==> src/rtl/mem_bus_arbiter.sv <==
// Shares one Wishbone-style bus between the fetch port and the higher-priority data port; 1 cycle request->strobe, ack 1 cycle after bus_ack.
// Requesters hold req until their ack pulse; slave wait states and timeouts stretch the strobe, and stall_req is asserted while a request waits.
module mem_bus_arbiter #(
    parameter int TIMEOUT = 255,
    parameter int AW      = 32,
    parameter int DW      = 32
) (
    input  logic            clk,
    input  logic            rst,
    input  logic            flush,
    input  logic            i_req,
    input  logic [AW-1:0]   i_addr,
    output logic [DW-1:0]   i_rdata,
    output logic            i_ack,
    input  logic            d_req,
    input  logic            d_we,
    input  logic [AW-1:0]   d_addr,
    input  logic [DW/8-1:0] d_sel,
    input  logic [DW-1:0]   d_wdata,
    output logic [DW-1:0]   d_rdata,
    output logic            d_ack,
    output logic            bus_cyc,
    output logic            bus_stb,
    output logic            bus_we,
    output logic [AW-1:0]   bus_addr,
    output logic [DW/8-1:0] bus_sel,
    output logic [DW-1:0]   bus_wdata,
    input  logic [DW-1:0]   bus_rdata,
    input  logic            bus_ack,
    output logic            err,
    output logic            stall_req
);
    localparam int SW       = DW / 8;
    localparam int CW       = (TIMEOUT < 2) ? 1 : $clog2(TIMEOUT + 1);
    localparam int TMO_LAST = (TIMEOUT > 0) ? TIMEOUT - 1 : 0;

    typedef enum logic [1:0] {IDLE, BUSY_D, BUSY_I} state_t;

    state_t          state_q, state_d;
    logic            cyc_q, cyc_d;
    logic            we_q, we_d;
    logic [AW-1:0]   addr_q, addr_d;
    logic [SW-1:0]   sel_q, sel_d;
    logic [DW-1:0]   wdata_q, wdata_d;
    logic [DW-1:0]   i_rdata_q, i_rdata_d;
    logic [DW-1:0]   d_rdata_q, d_rdata_d;
    logic            i_ack_q, i_ack_d;
    logic            d_ack_q, d_ack_d;
    logic            err_q, err_d;
    logic            drop_q, drop_d;
    logic [CW-1:0]   tmo_q, tmo_d;

    logic            tmo_hit;
    logic            done;
    logic            drop_now;

    always_comb begin
        tmo_hit   = (TIMEOUT != 0) && cyc_q && !bus_ack && (tmo_q == CW'(TMO_LAST));
        done      = cyc_q && (bus_ack || tmo_hit);
        drop_now  = drop_q || flush;

        state_d   = state_q;
        cyc_d     = cyc_q;
        we_d      = we_q;
        addr_d    = addr_q;
        sel_d     = sel_q;
        wdata_d   = wdata_q;
        i_rdata_d = i_rdata_q;
        d_rdata_d = d_rdata_q;
        i_ack_d   = 1'b0;
        d_ack_d   = 1'b0;
        err_d     = 1'b0;
        drop_d    = drop_q;
        tmo_d     = (cyc_q && !bus_ack && !tmo_hit && (TIMEOUT != 0)) ? tmo_q + CW'(1) : '0;

        case (state_q)
            IDLE: begin
                drop_d = 1'b0;
                // A port whose ack is still high has not yet dropped its request.
                if (d_req && !d_ack_q) begin
                    state_d = BUSY_D;
                    cyc_d   = 1'b1;
                    we_d    = d_we;
                    addr_d  = d_addr;
                    sel_d   = d_sel;
                    wdata_d = d_wdata;
                end else if (i_req && !i_ack_q) begin
                    state_d = BUSY_I;
                    cyc_d   = 1'b1;
                    we_d    = 1'b0;
                    addr_d  = i_addr;
                    sel_d   = '1;
                end
            end
            BUSY_D: begin
                if (!cyc_q) begin
                    state_d = IDLE;
                end else if (done) begin
                    cyc_d     = 1'b0;
                    d_ack_d   = 1'b1;
                    err_d     = tmo_hit;
                    d_rdata_d = (bus_ack && !we_q) ? bus_rdata : '0;
                end
            end
            BUSY_I: begin
                // cyc low here means the completion cycle, where ack is visible.
                if (!cyc_q) begin
                    state_d = IDLE;
                    drop_d  = 1'b0;
                end else begin
                    drop_d = drop_now;
                    if (done) begin
                        cyc_d = 1'b0;
                        if (!drop_now) begin
                            i_ack_d   = 1'b1;
                            err_d     = tmo_hit;
                            i_rdata_d = bus_ack ? bus_rdata : '0;
                        end
                    end
                end
            end
            default: state_d = IDLE;
        endcase
    end

    always_ff @(posedge clk) begin
        if (rst) begin
            state_q   <= IDLE;
            cyc_q     <= 1'b0;
            we_q      <= 1'b0;
            addr_q    <= '0;
            sel_q     <= '0;
            wdata_q   <= '0;
            i_rdata_q <= '0;
            d_rdata_q <= '0;
            i_ack_q   <= 1'b0;
            d_ack_q   <= 1'b0;
            err_q     <= 1'b0;
            drop_q    <= 1'b0;
            tmo_q     <= '0;
        end else begin
            state_q   <= state_d;
            cyc_q     <= cyc_d;
            we_q      <= we_d;
            addr_q    <= addr_d;
            sel_q     <= sel_d;
            wdata_q   <= wdata_d;
            i_rdata_q <= i_rdata_d;
            d_rdata_q <= d_rdata_d;
            i_ack_q   <= i_ack_d;
            d_ack_q   <= d_ack_d;
            err_q     <= err_d;
            drop_q    <= drop_d;
            tmo_q     <= tmo_d;
        end
    end

    assign bus_cyc   = cyc_q;
    assign bus_stb   = cyc_q;
    assign bus_we    = we_q;
    assign bus_addr  = addr_q;
    assign bus_sel   = sel_q;
    assign bus_wdata = wdata_q;
    assign i_rdata   = i_rdata_q;
    assign i_ack     = i_ack_q;
    assign d_rdata   = d_rdata_q;
    assign d_ack     = d_ack_q;
    assign err       = err_q;
    assign stall_req = !rst && ((d_req && !d_ack_q) || (i_req && !i_ack_q && !flush));

endmodule
==> config.mk <==
export PLATFORM = sky130hd
export DESIGN_NAME = mem_bus_arbiter
export DESIGN_NICKNAME = d
export VERILOG_FILES = /design/src/rtl/mem_bus_arbiter.sv
export SDC_FILE = /design/constraint.sdc
export NUM_CORES = 1
export LEC_CHECK = 0
export ABC_CLOCK_PERIOD_IN_PS = 1400
export CELL_PAD_IN_SITES_DETAIL_PLACEMENT = 0
export CELL_PAD_IN_SITES_GLOBAL_PLACEMENT = 1
export CORE_UTILIZATION = 27
export CTS_BUF_LIST = sky130_fd_sc_hd__clkbuf_8
export CTS_CLUSTER_SIZE = 40
export DETAILED_ROUTE_END_ITERATION = 7
export PLACE_DENSITY_LB_ADDON = 0.2
export SLEW_MARGIN = 20
export SYNTH_ARGS = -nofsm -noshare
export SYNTH_HDL_FRONTEND = slang
export SYNTH_SLANG_ARGS = --single-unit
==> constraint.sdc <==
create_clock -name clk -period 1.4 [get_ports clk]
set_clock_uncertainty 0.05 [all_clocks]
set_input_delay 0.28 -clock clk [delete_from_list [all_inputs] [get_ports clk]]
set_output_delay 0.28 -clock clk [all_outputs]
set_load 0.005 [all_outputs]
==> results summary, run 1 <==
For this run, the detailed router's first-pass iteration total came to 4. In the final layout, the share of cells above drive strength 1 is 52.0%. The residual DRC count is 0.

The number of different library cells used by synthesis comes to 40. The area of the core is 21000 sq um. The final reports fail on negative setup slack. For the worst setup path, the data arrival time is 1.29 ns.

The later-pin clock latency in the skew report came out at 0.45 ns. The cell count after synthesis came out at 666. The number of DRC markers after the initial detailed-route iteration is 196. The final critical-path required period is 1.62 ns. The leakage power is 4.94 nW. After detailed routing, the number of vias per cell comes to 4.76. The repair_antennas step left the layout with diodes totalling 0.

The final core utilization is 57.2%. The slowest stage of the critical path belongs to the cell sky130_fd_sc_hd__dfxtp_2. The post-cts hold buffer count came out at 0. Summed over all nets, the switching power comes to 3.56 mW. From left edge to right edge, the die measures 148 um. The worst path required time is 1.07 ns.

The class of the tightest hold or removal check is input port to flip-flop. The sink count of the clock tree is 148. In the post-synthesis netlist, the biggest area contributors are sky130_fd_sc_hd__dfxtp_1 51%, sky130_fd_sc_hd__nand2_1 8.6%, sky130_fd_sc_hd__a21oi_1 8.5%. The number of nets in the synthesized netlist is 810. For this run, the number of Yosys warnings is 0. The number of antenna violations at the first check in global routing is 2. The worst setup path is launched from a flip-flop.

Total power for the finished layout comes to 11.8 mW. The remaining number of nets flagged by the antenna check after routing came out at 0. The final design instance area without fill is 12000 sq um. Max-cap violations in this run came to 0. The sequential cell area came out at 3100 sq um. The smallest setup slack after layout came out at -0.223 ns.

The cell-internal power came out at 8.21 mW. Derived from the worst setup path, the maximum achievable clock frequency is 616 MHz. The combined area of all synthesized cells came out at 5770 sq um. The congestion estimate from routability-driven global placement came to 0.727. Dividing the detail-routed wire length by the instance count gives 18.2 um. TritonCTS built the clock tree. The worst setup slack after placement came out at -0.610 ns.

The final hold violation count came out at 0. The die is 148 um tall. The area of the die is 22000 sq um. The combinational cell fraction of total power is 29.9%. The tree is rooted in a sky130_fd_sc_hd__clkbuf_8. The count of pins over their slew limit came out at 0. The total clock buffers created by CTS came out at 17. In this design, the stage delay of the slowest critical-path cell is 0.33 ns. The worst-margin pin slew came out at 0.438 ns. The clock network burns 29.9% of the power.

The number of buffers and inverters on the critical path is 1. The cell type contributing the most total cell area after synthesis is sky130_fd_sc_hd__dfxtp_1. The overall global routing resource usage is 20.7%.

The number of I/O port buffers is 277. The register bit count reported by yosys came out at 148. From synthesis to final layout, the design area changed by 108%. The worst setup path is of the flip-flop to output port kind. The maximum number of pins on one net before global-route repair is 66.

The post-route fraction of the period consumed by the critical path came out at 116%. The mean post-synth cell area came out at 8.67 sq um. The number of placement rows is 53.

Dividing total power by cell area gives a power density of 978 nW/um^2. After the last flow step, the layout net total stands at 1187. The flow ran to the end, but the final reports show violations. The area fraction of the dominant cell type after synthesis is 51.3%. The family with the most delay on the worst path is flip-flops. The relative max-transition margin came out at 70.8%.

The via count of the first global-routing pass is 6081. Summing over every cut layer, the via total after detailed routing is 6329. In this run, flip-flops and latches consume 40.2% of the power. The area occupied by multi-input gates is 3650 sq um. The initial utilization of the core area, before any placement, comes to 27.5%. Of the synthesized area, sequential elements account for 51.3%. 278 I/O pins were placed.

The switching share of power came out at 30.2%. The routed design has 24.3 mm of wire. The number of fill cells in the layout is 1846. The total number of H-tree levels is 4. The total global routing overflow is 0. The worst-case vdd ir drop came out at 0.554 mV. The worst setup path is captured at an output port.

The clock edge transition at the registers on the reported setup and hold paths is 0.09 ns. The total placed instance area is 9020 sq um. The global-route wire length before repair came out at 34.6 mm.

Setup violations remaining at the end of the flow were counted as 105. The signal on the critical path passes through and2b_1 -> a21oi_2 -> nor2_1 -> buf_2. The detailed-placement wirelength estimate came out at 12.8 mm. The highest net fanout along the worst path is 2. Setup repair after global routing could not meet its margin everywhere.

The number of buffers on the longest clock path is 2.
[timing repair]
action / 4_1_cts / 5_1_grt
buffers inserted: 40 / 38
gates cloned: 22 / 10
resized for setup: 455 / 364
endpoints found under the setup margin: 274 / 256
pin swaps: 28 / 110
[metal layers]
layer | track usage (%) | up-vias | wire [um]
li1 | - | 3053 | -
met1 | 24.1 | 3030 | 10100
met2 | 35.4 | 215 | 11900
met3 | 7.88 | 29 | 1800
met4 | 5.62 | 2 | 421
met5 | 0 | - | 13
[cell type report]
| type | count | area share (%) |
|---|---|---|
| clock buffers | 19 | 2.17 |
| clock inverters | 13 | 1.21 |
| inverters | 6 | 0.229 |
| multi-input cells | 459 | 30.4 |
| flip-flops and latches | 148 | 25.8 |
| well taps | 275 | 2.86 |
| repair buffers | 411 | 37.4 |
[synth_stat cells (all sizes together)]
cell and number:
clkbuf 23, o21a 1, nand4bb 1, inv 6
nor2 54, mux2i 32, a21oi 98, nand4 2
and4 1, nand3 4, xor2 5, ha 5
nor3 7, o31ai 1, xnor2 1, o21ai 70
a211oi 32, and2b 1, nor4bb 1, and3 1
a41oi 1, buf 31, and2 1, a22oi 2
a2bb2oi 2, nor2b 1, nor3b 1, dfxtp 148
nand2 133
[stage by stage]
stage	TNS, ns	std cells	hold slack [ns]
floorplan	0	666	0.366
global placement	-53.64	1203	0.391
detailed placement	-56.65	1203	0.396
CTS	-13.12	1294	0.224
global route	-22.40	1331	0.251
finish	-14.31	1331	0.276
[placed cells by master, fill, tap and decap left out, drive strengths merged, types with 7 or more instances in the layout]
cell type      Yosys  routed
mux2i             32      32
a211oi            32      32
nor3               7       7
o21ai             70      70
nand2            133     133
a21oi             98      98
nor2              54      54
dfxtp            148     148
inv                6      12
clkbuf            23      61
buf               31     135
clkdlybuf4s50      0     137
clkdlybuf4s15      0      92
[kinds of logic after synthesis]
kind of cell             after synthesis  share of synthesized area, %
AND/OR/NAND/NOR                      208                          14.9
AO/OA/AOI/OAI                        207                          20.5
multiplexers                          32                          5.55
flip-flops                           148                          51.3
XOR/XNOR                               6                         0.910
adder cells (fa/ha/maj)                5                          1.08
buffers and inverters                 60                          5.74
[sequential cells by signal (all words and copies together), names as in the netlist, 2 cells and up]
signal	flops
bus_addr	32
bus_wdata	32
d_rdata	32
i_rdata	32
tmo_q	8
bus_sel	4
state_q	2
[worst paths after layout]
path | startpoint | end | slack, ns | cells after the start
setup / recovery | i_ack | stall_req | -0.22 | 4
hold / removal | rst | err | 0.28 | 4
setup reg to reg | i_ack | bus_addr[22] | -0.19 | 7
hold reg to reg | i_rdata[10] | i_rdata[10] | 0.41 | 2
[power groups by stage]
stage	logic [mW]	registers, mW	clock network, mW
floorplan	0.862	4.78	0
global placement	2.25	4.76	0
detailed placement	2.24	4.77	0
CTS	3.06	4.72	3.61
global route	3.73	4.77	3.83
finish	3.51	4.73	3.52
[worst register-to-register path: cells and delay by family (launching register included)]
kind / cells / cell delay, ns
buf+inv: 3 / 0.44
flops: 1 / 0.34
simple gates: 2 / 0.33
compound gates: 2 / 0.30
Note: power is estimated with default switching activity, not from simulation.
==> inputs of run 2 (changes only) <==
SLEW_MARGIN = unset   (was 20)
==> results of run 2 <==
No change in the layout: final DEF, timing and power equal those of run 1.
